===== config.mk =====
export PLATFORM = sky130hd
export DESIGN_NAME = eq_spi_tx
export DESIGN_NICKNAME = d
export VERILOG_FILES = /design/src/rtl/eq_spi_tx.sv
export SDC_FILE = /design/constraint.sdc
export NUM_CORES = 1
export LEC_CHECK = 0
export ABC_CLOCK_PERIOD_IN_PS = 2750
export CORE_ASPECT_RATIO = 1.75
export CORE_UTILIZATION = 25
export CTS_CLUSTER_DIAMETER = 100
export DETAILED_ROUTE_END_ITERATION = 8
export GPL_TIMING_DRIVEN = 0
export PLACE_DENSITY = 0.43
export SLEW_MARGIN = 20
export SYNTH_ARGS = -nofsm -noshare
export SYNTH_HDL_FRONTEND = slang
export SYNTH_SLANG_ARGS = --single-unit

===== constraint.sdc =====
create_clock -name clk -period 2.75 [get_ports clk]
set_input_delay 0.4125 -clock clk [delete_from_list [all_inputs] [get_ports clk]]
set_output_delay 0.4125 -clock clk [all_outputs]
set_load 0.03 [all_outputs]

===== src/rtl/eq_spi_tx.sv =====
// SPI mode-0 peripheral transmitter: returns WIDTH-bit status words to the MCU on sdo.
// A single-word holding buffer with a valid/ready handshake decouples the producer from frame timing.
`timescale 1ns/1ps
module eq_spi_tx #(
    parameter int WIDTH       = 32,
    parameter int SYNC_STAGES = 2
) (
    input  logic             clk,
    input  logic             realReset,
    input  logic [WIDTH-1:0] tx_data,
    input  logic             tx_valid,
    output logic             tx_ready,
    input  logic             sck,
    input  logic             ce,
    output logic             sdo,
    output logic             busy,
    output logic             frame_done,
    output logic             underrun,
    output logic             abort
);
    localparam int CW = $clog2(WIDTH + 1);

    typedef enum logic [1:0] {IDLE, SHIFT, DONE} state_t;

    state_t                 state_reg, state_next;
    logic [SYNC_STAGES-1:0] sck_sync_reg, ce_sync_reg;
    logic                   sck_hist_reg, ce_hist_reg;
    logic [WIDTH-1:0]       shift_reg, shift_next;
    logic [WIDTH-1:0]       hold_reg, hold_next;
    logic                   hold_full_reg, hold_full_next;
    logic [CW-1:0]          cnt_reg, cnt_next;
    logic                   frame_done_reg, frame_done_next;
    logic                   underrun_reg, underrun_next;
    logic                   abort_reg, abort_next;

    logic sck_s, ce_s, sck_rise, sck_fall, ce_rise, ce_fall, accept;

    // Edges compare the last synchronizer stage against one extra history flop.
    assign sck_s    = sck_sync_reg[SYNC_STAGES-1];
    assign ce_s     = ce_sync_reg[SYNC_STAGES-1];
    assign sck_rise = sck_s & ~sck_hist_reg;
    assign sck_fall = ~sck_s & sck_hist_reg;
    assign ce_rise  = ce_s & ~ce_hist_reg;
    assign ce_fall  = ~ce_s & ce_hist_reg;
    assign accept   = tx_valid & ~hold_full_reg;

    always_ff @(posedge clk or posedge realReset) begin
        if (realReset) begin
            state_reg      <= IDLE;
            sck_sync_reg   <= '0;
            ce_sync_reg    <= '0;
            sck_hist_reg   <= 1'b0;
            ce_hist_reg    <= 1'b0;
            shift_reg      <= '0;
            hold_reg       <= '0;
            hold_full_reg  <= 1'b0;
            cnt_reg        <= '0;
            frame_done_reg <= 1'b0;
            underrun_reg   <= 1'b0;
            abort_reg      <= 1'b0;
        end else begin
            state_reg      <= state_next;
            sck_sync_reg   <= {sck_sync_reg[SYNC_STAGES-2:0], sck};
            ce_sync_reg    <= {ce_sync_reg[SYNC_STAGES-2:0], ce};
            sck_hist_reg   <= sck_s;
            ce_hist_reg    <= ce_s;
            shift_reg      <= shift_next;
            hold_reg       <= hold_next;
            hold_full_reg  <= hold_full_next;
            cnt_reg        <= cnt_next;
            frame_done_reg <= frame_done_next;
            underrun_reg   <= underrun_next;
            abort_reg      <= abort_next;
        end
    end

    always_comb begin
        state_next      = state_reg;
        shift_next      = shift_reg;
        hold_next       = hold_reg;
        hold_full_next  = hold_full_reg;
        cnt_next        = cnt_reg;
        frame_done_next = 1'b0;
        underrun_next   = 1'b0;
        abort_next      = 1'b0;

        // An accept only happens while empty, so it never collides with a frame consuming the buffer.
        if (accept) begin
            hold_next      = tx_data;
            hold_full_next = 1'b1;
        end

        case (state_reg)
            IDLE: begin
                if (ce_rise) begin
                    if (hold_full_reg) begin
                        shift_next     = hold_reg;
                        hold_full_next = 1'b0;
                    end else begin
                        shift_next    = '0;
                        underrun_next = 1'b1;
                    end
                    cnt_next   = '0;
                    state_next = SHIFT;
                end
            end
            SHIFT: begin
                if (ce_fall) begin
                    abort_next = 1'b1;
                    state_next = IDLE;
                end else if (sck_rise) begin
                    cnt_next = cnt_reg + CW'(1);
                    if (cnt_reg == CW'(WIDTH - 1)) begin
                        frame_done_next = 1'b1;
                        state_next      = DONE;
                    end
                end else if (sck_fall && (cnt_reg < CW'(WIDTH))) begin
                    shift_next = {shift_reg[WIDTH-2:0], 1'b0};
                end
            end
            DONE: begin
                if (ce_fall) begin
                    state_next = IDLE;
                end
            end
            default: state_next = IDLE;
        endcase
    end

    assign busy       = (state_reg == SHIFT);
    assign sdo        = busy & shift_reg[WIDTH-1];
    assign tx_ready   = ~hold_full_reg;
    assign frame_done = frame_done_reg;
    assign underrun   = underrun_reg;
    assign abort      = abort_reg;
endmodule


* Yosys cells after proc, flatten, opt, wreduce, memory -nomap -nowiden
Index checks and enable logic that the tools add are counted.
Widths: inputs -> output; s select.
** Operators by class
- Add/subtract/negate cells :: 1
- Magnitude comparators :: 1
- Eq/ne operators :: 11
- Multiplexer cells :: 29
- Bitwise operators :: 11
- Reduce and logical (&&, ||, !) cells :: 6
** Operator list (count)
- $mux 32 :: 5
- $pmux 32 s2 :: 1
- $mux 6 :: 3
- $mux 1 :: 13
- $pmux 6 s2 :: 1
- $mux 2 :: 5
- $ne 2x2->1 const B :: 4
- $reduce_and 4->1 :: 2
- $add 6x1->6 const B :: 1
- $and 1x1->1 :: 6
- $eq 6x5->1 const B :: 1
- $lt 6x6->1 const B :: 1
- $ne 3x1->1 const B :: 2
- $pmux 2 s3 :: 1
- $not 1->1 :: 5
- $reduce_and 5->1 :: 1
- $ne 2x1->1 const B :: 2
- $eq 2x1->1 const B :: 1
- $eq 2x2->1 const B :: 1
- $logic_not 2->1 :: 1
- $reduce_bool 2->1 :: 1
- $logic_and 1x1->1 :: 1
** Word-level totals
- Register bits after elaboration :: 82
- Output and inout port bits :: 6

* Depth between registers and ports, before layout
Gate-level depths: netlist of run 1.
- Word-level depth :: 7
- Gate-level depth with buffers :: 8

* Least setup slack after synthesis of run 1
OpenSTA, ideal clock, no wires.
- Kind :: register to output
- Start point :: reg state_reg[1]
- End point :: out sdo
- Data arrival time :: 1.699 ns
- Setup slack :: 0.638 ns
- Stages on the path, launching flop included :: 7
- Path buffers :: 3
- Cell sequence :: dfrtp_1 nand2b_1 buf_6 inv_2 buf_6 clkbuf_1 and2_1
** On the way
- Word-level cells in the longest chain between the ends :: 2
** Ends and longest elaborated chain
- start: declaration :: line 25 : state_t state_reg, state_next;
- start signal: assignment :: line 62 : state_reg <= state_next;
- $eq 2x1->1 :: line 130 : assign busy = (state_reg == SHIFT);
- named net busy :: line 16 : output logic busy,
- $and 1x1->1 :: line 131 : assign sdo = busy & shift_reg[WIDTH-1];
- end: declaration :: line 15 : output logic sdo,
The timed path passes the listed nets, and every way through them passes these cells.

* Final worst setup path of run 1
- Start point :: reg state_reg[1]
- End point :: out sdo
** On the way
- Word-level cells in the longest chain between the ends :: 2
** Ends and longest elaborated chain (line)
- $eq 2x1->1 :: 130
- $and 1x1->1 :: 131
No other way between the ends.

==> results of run 1 <==
-- critical path: stages, from the launching register on --
cell and delay [ps]:
dfrtp_1 420, nand2b_1 170, buf_6 140, inv_2 60, buf_6 200, and2_1 150, clkdlybuf4s50_1 660
-- area by class of cell --
type	instances	area share, %
plain buffers	19	2.57
clock buffers	12	5.28
clock inverters	3	0.858
inverters	4	0.375
multi-input cells	201	32.5
flip-flops and latches	82	44.0
well taps	180	4.82
repair buffers	43	9.60
-- per-layer routing --
metal  vias to the layer above  GRT usage (%)  part of all wire, %
met5                         -              0                    0
met1                      1196           12.9                   43
li1                       1153              -                    -
met2                        32           19.0                   52
met3                        14           2.65                  2.8
met4                         0           5.87                  2.6
-- power by group through the flow --
stage / clock network [mW] / logic (mW) / registers [mW]
after CTS: 1.23 / 1.42 / 1.96
after floorplan: 0 / 1.13 / 1.87
after detailed placement: 0 / 1.42 / 1.97
after global routing: 1.28 / 1.55 / 2.02
after global placement: 0 / 1.39 / 1.97
final: 1.18 / 1.39 / 1.95
-- per-stage QoR --
stage | area (um^2) | setup TNS, ps | instances | util (%) | setup slack, ps
floorplan | 3710 | 0 | 307 | - | 229
global placement | 4360 | -102520 | 529 | 30.2 | -1260
detailed placement | 4390 | 0 | 530 | 30.4 | 110
CTS | 4670 | 0 | 544 | 32.3 | 151
global route | 4670 | 0 | 544 | 32.3 | 81.1
finish | 4670 | 0 | 544 | 32.3 | 207
-- cells by family (layout without fill, tap and decap cells) --
logic type	Yosys count	in the layout	share of synthesized area (%)
and+or+nand+nor	121	121	15.5
muxes	63	63	22.2
adders and majority gates	1	1	0.337
buffers and inverters	24	81	3.74
DFF	82	82	55.3
AOI/OAI and AO/OA	16	16	2.93
-- how the worst min path moves through the flow --
stage                     from         endpoint  depth (start not counted)  slack (ps)
2_1_floorplan   ce_sync_reg[0]   ce_sync_reg[1]                          0         330
4_1_cts         ce_sync_reg[0]   ce_sync_reg[1]                          0         350
5_1_grt        sck_sync_reg[0]  sck_sync_reg[1]                          0         360
3_5_place_dp    ce_sync_reg[0]   ce_sync_reg[1]                          0         340
3_3_place_gp    ce_sync_reg[0]   ce_sync_reg[1]                          0         340
6_report        ce_sync_reg[0]   ce_sync_reg[1]                          0         350
-- cell usage in the layout, fill, tap and decap left out, drive strengths merged, types with 3 or more instances in the layout --
master         instances
buf                   10
nand2                 66
a21oi                  5
clkdlybuf4s50         42
o21ai                  5
mux2                  63
nor2                   5
or3                    3
inv                    4
nand3                 34
clkbuf                22
dfrtp                 82
-- synth_stat cells --
master / n / area, um^2
dfrtp_1: 82 / 2050
nand2_1: 66 / 248
nand3_1: 34 / 170
mux2_2: 33 / 372
mux2_4: 30 / 450
clkbuf_1: 11 / 41.3
buf_6: 6 / 67.6
a21oi_1: 5 / 25.0
o21ai_0: 5 / 25.0
nor2_1: 4 / 15.0
buf_2: 3 / 15.0
inv_1: 3 / 11.3
nor2b_1: 2 / 12.5
o31ai_1: 2 / 15.0
or3_1: 2 / 12.5
a21o_1: 1 / 7.51
a21o_2: 1 / 8.76
a31oi_1: 1 / 6.26
a31oi_4: 1 / 21.3
and2_1: 1 / 6.26
and2b_1: 1 / 7.51
and2b_2: 1 / 8.76
and3_1: 1 / 6.26
ha_1: 1 / 12.5
inv_2: 1 / 3.75
nand2b_1: 1 / 6.26
nor2_4: 1 / 11.3
nor3_1: 1 / 5.00
nor4b_4: 1 / 23.8
nor4bb_1: 1 / 10.0
or2b_1: 1 / 7.51
or3_2: 1 / 7.51
or4_1: 1 / 7.51
or4b_2: 1 / 10.0
==> summary.txt, run 1 <==
Power and ir drop
  – Switching part of the total: 29.2%
  – P_sw: 1.32 mW
  – Static leakage: 2.12 nW
  – PwrDens: 968 nW/um^2
  – Internal: 3.20 mW
  – Sequential power share: 43.1%
  – Design Power: 4.52 mW
  – Clock power share: 26.2%
  – Combinational share of power: 30.7%
  – Peak supply drop: 0.000381 V

Logic synthesis
  – Mean Syn Cell Area: 12.1 um^2
  – Cells after Synth: 307
  – Mapped cell area: 3710 um^2
  – Synthesized flop and latch total: 82
  – Yosys warnings: 0
  – Seq/Total Area, Yosys: 55.3%
  – Syn Nets: 345
  – Synth cell types: 34

Placement
  – Global placer's final weighted congestion: 0.712
  – PortBufs: 42
  – DP HPWL: 5260 um

Cells and area
  – Fill cell count: 1452
  – Nets: 398
  – Share of layout cells above drive strength 1: 26.1%
  – Area Overhead vs Synth: 25.8%
  – Multi-input logic area: 1520 um^2
  – Register area: 2050 um^2
  – N_diodes: 0

Clock tree
  – Max Root-Sink Buffers: 2
  – Cts hold-fix bufs: 0
  – Resize count post-CTS: 0
  – Sink Count: 82
  – Clock root cell: clkbuf_16
  – H-tree depth: 3
  – Post-CTS setup repair buffer count: 0
  – Total CTS buffers: 9
  – CTS tree: built
  – Clk_lat worst skew: 340 ps
  – Clk slew on worst S/H paths: 60 ps

STA
  – Slew Limit Fails: 0
  – Period minus WS final: 2540 ps
  – Skew final: 6.05 ps
  – Fmax: 0.393 GHz
  – Final number of setup-violating endpoints: 0
  – RSZ-0062 raised after global routing: false
  – Worst-Margin Slew: 560 ps
  – Final hold vios: 0
  – Hold slack: 347 ps
  – Slew HR: 62.1%
  – Crit share post-route: 92.5%

Worst setup path
  – Arr. time, crit path: 2130 ps
  – CP Launch Point: state_reg[1]
  – Crit end category: primary output
  – CP Launch Type: flip-flop
  – Number of cells on the worst reg-to-reg path: 8
  – Crit path max fanout: 19
  – Reg-to-Reg Start: state_reg[1]
  – FF-to-FF End: shift_reg[5]
  – Critical Path RT: 2340 ps
  – R2R setup slack: 800 ps
  – WS Path Type: flip-flop to primary output
  – Worst Setup EP: sdo

Drt
  – Drt initial violations: 114
  – DR DRC count: 0
  – Drt via density: 4.40
  – Drt pass-1 iters: 4
  – Antenna viol nets, final: 0
  – Avg WL per Cell: 13.9 um
  – Final Routed Wirelength: 7580 um
  – Vias: 2395

Outcome
  – Outcome: finished, final reports clean

GRT
  – Largest net degree at the start of global routing: 54
  – Grt ovf: 0
  – Vias in the first global route: 2613
  – Antenna violations before repair: 0
  – GR Util All Layers: 11.2%
  – First-pass GRT wire length: 13000 um

Floorplanning
  – Row Count: 58
  – Die height: 163 um
  – I/O pins: 43
  – Core box area: 14400 um^2
  – Die ar.: 15300 um^2
  – Initial Util: 25.7%
  – Die Span X: 94.1 um

Run
  – Max Cap Viol: 0

Min path
  – HP Class: flip-flop to flip-flop
Note: power is estimated with default switching activity, not from simulation.
==> inputs of run 2 (changes only) <==
CORE_UTILIZATION = 45   (was 25)
CTS_CLUSTER_SIZE = 28   (was not set)
HOLD_SLACK_MARGIN = 0.05   (was not set)
PLACE_DENSITY = 0.67   (was 0.43)
==> summary.txt, run 2 (synthesis results as in run 1) <==
Outcome
  – Outcome: complete, but fails checks (was finished, final reports clean)
  – Failing checks: design-rule violations

Clock tree
  – Clk_lat worst skew: 350 ps (was 340 ps)
  – CTS tree: built (unchanged)
  – Max Root-Sink Buffers: 2 (unchanged)
  – Clk slew on worst S/H paths: 60 ps (about the same)
  – Cts hold-fix bufs: 0 (unchanged)
  – Post-CTS setup repair buffer count: 0 (unchanged)
  – Sink Count: 82 (unchanged)
  – H-tree depth: 3 (unchanged)
  – Resize count post-CTS: 0 (unchanged)
  – Clock root cell: clkbuf_16 (unchanged)
  – Total CTS buffers: 9 (unchanged)

Floorplanning
  – I/O pins: 43 (unchanged)
  – Row Count: 43 (was 58)
  – Die Span X: 70.6 um (was 94.1 um)
  – Die height: 122 um (was 163 um)
  – Initial Util: 46.6% (was 25.7%)
  – Die ar.: 8630 um^2 (was 15300 um^2)
  – Core box area: 7960 um^2 (was 14400 um^2)

Cells and area
  – Most frequent cells in the layout: 82 x dfrtp_1, 66 x nand2_1, 42 x clkdlybuf4s50_1 (unchanged)
  – Design Area, Final: 4560 um^2 (was 4670 um^2)
  – Share of layout cells above drive strength 1: 26.8% (was 26.1%)
  – Area Overhead vs Synth: 23.0% (was 25.8%)
  – Commonest non-fill, non-tap cell in the layout: dfrtp_1 (unchanged)
  – Nets: 398 (unchanged)
  – Fill cell count: 691 (was 1452)
  – N_diodes: 0 (unchanged)

Drt
  – Drt via density: 5.24 (was 4.40)
  – Antenna viol nets, final: 0 (unchanged)
  – Vias: 2382 (was 2395)
  – Drt pass-1 iters: 8 (was 4)
  – DR DRC count: 4 (was 0)
  – Final Routed Wirelength: 6810 um (was 7580 um)
  – Avg WL per Cell: 15.0 um (was 13.9 um)
  – Drt initial violations: 162 (was 114)

Power and ir drop
  – Peak supply drop: 0.000527 V (was 0.000381 V)
  – Static leakage: 2.12 nW (about the same)
  – PwrDens: 990 nW/um^2 (was 968 nW/um^2)

Min path
  – HP Class: flip-flop to flip-flop (unchanged)

STA
  – Worst-Margin Slew: 573 ps (was 560 ps)
  – Post-route setup slack: 211 ps (was 207 ps)
  – Fmax: 0.394 GHz (was 0.393 GHz)
  – Period minus WS final: 2540 ps (about the same)
  – Setup TNS: 0 ps (unchanged)
  – Slew HR: 61.3% (was 62.1%)
  – Final number of setup-violating endpoints: 0 (unchanged)
  – Crit share post-route: 92.3% (was 92.5%)
  – Slew Limit Fails: 0 (unchanged)
  – RSZ-0062 raised after global routing: false (unchanged)
  – Final hold vios: 0 (unchanged)
  – Skew final: 7.30 ps (was 6.05 ps)

Placement
  – Cell Area, Placed: 4270 um^2 (was 4390 um^2)
  – Pre-CTS WS: 194 ps (was 110 ps)
  – Global placer's final weighted congestion: 0.756 (was 0.712)
  – PortBufs: 42 (unchanged)
  – DP HPWL: 4680 um (was 5260 um)

Worst setup path
  – Arr. time, crit path: 2130 ps (about the same)
  – CP top delay family: buffers and inverters (unchanged)
  – Buffers and inverters on the worst path: 4 (unchanged)
  – Crit path largest cell delay: 660 ps (about the same)
  – CP Launch Type: flip-flop (unchanged)
  – Critical Path, Cell by Cell: nand2b_1 > buf_6 > inv_2 > buf_6 > and2_1 > clkdlybuf4s50_1 (unchanged)
  – Critical Path RT: 2340 ps (about the same)
  – Crit path max fanout: 19 (unchanged)
  – Crit end category: primary output (unchanged)
  – Crit-path slowest cell: clkdlybuf4s50_1 (unchanged)
  – Most used cell along the critical path: buf_6 (unchanged)
  – WS Path Type: flip-flop to primary output (unchanged)

GRT
  – Vias in the first global route: 2608 (was 2613)
  – Antenna violations before repair: 0 (unchanged)
  – Grt ovf: 0 (unchanged)
  – First-pass GRT wire length: 12100 um (was 13000 um)
  – Largest net degree at the start of global routing: 55 (was 54)
  – GR Util All Layers: 18.4% (was 11.2%)

Run
  – Max Cap Viol: 0 (unchanged)
==> run 2: cell types whose count changed in the layout (fill, tap and decap cells not counted) <==
cell and change:
clkbuf_8 -1, clkinv_2 +1, clkbuf_1 -2, clkinv_4 +2
clkinvlp_4 +1
==> run 2: per-layer routing <==
metal | track usage, % | vias to the layer above | wire length, um
met5 | 0 | - | 0
met4 | 9.25 | 0 | 164
met3 | 3.80 | 13 | 214
met2 | 31.7 | 39 | 3520
met1 | 21.6 | 1181 | 2910
li1 | - | 1149 | -
==> run 2: cell type report <==
| class | count | area (um^2) | area share (%) |
|---|---|---|---|
| Sequential cell | 82 | 2050 | 45.0 |
| Multi-Input combinational cell | 201 | 1520 | 33.3 |
| Timing Repair Buffer | 43 | 448 | 9.81 |
| Clock buffer | 9 | 225 | 4.93 |
| Buffer | 19 | 120 | 2.63 |
| Tap cell | 90 | 113 | 2.47 |
| Clock inverter | 7 | 70.1 | 1.54 |
| Inverter | 4 | 17.5 | 0.384 |
==> run 2: worst paths after layout <==
check | startpoint | endpoint | slack [ps] | depth (start not counted)
max | state_reg[1] | sdo | 210 | 6
min | ce_sync_reg[0] | ce_sync_reg[1] | 350 | 0
max reg2reg | state_reg[1] | shift_reg[6] | 800 | 8
min reg2reg | ce_sync_reg[0] | ce_sync_reg[1] | 350 | 0
max in group asynchronous | realReset | shift_reg[19] | 1770 | 3
min in group asynchronous | realReset | hold_reg[31] | 410 | 2
==> run 2: through the flow <==
| step | std cells | power, mW | util [%] | hold WS (ps) |
|---|---|---|---|---|
| after global routing | 455 | 4.82 | 57.3 | 361 |
| after CTS | 455 | 4.57 | 57.3 | 350 |
| after global placement | 439 | 3.30 | 53.3 | 335 |
| after detailed placement | 440 | 3.37 | 53.7 | 335 |
| final | 455 | 4.52 | 57.3 | 348 |
| after floorplan | 307 | 3.01 | - | 331 |
==> run 2: power breakdown <==
group | internal (mW) | switching, mW | leakage (nW)
registers | 1.68 | 0.264 | 1.01
logic | 0.801 | 0.592 | 0.962
clock network | 0.700 | 0.485 | 0.145
total | 3.18 | 1.34 | 2.12
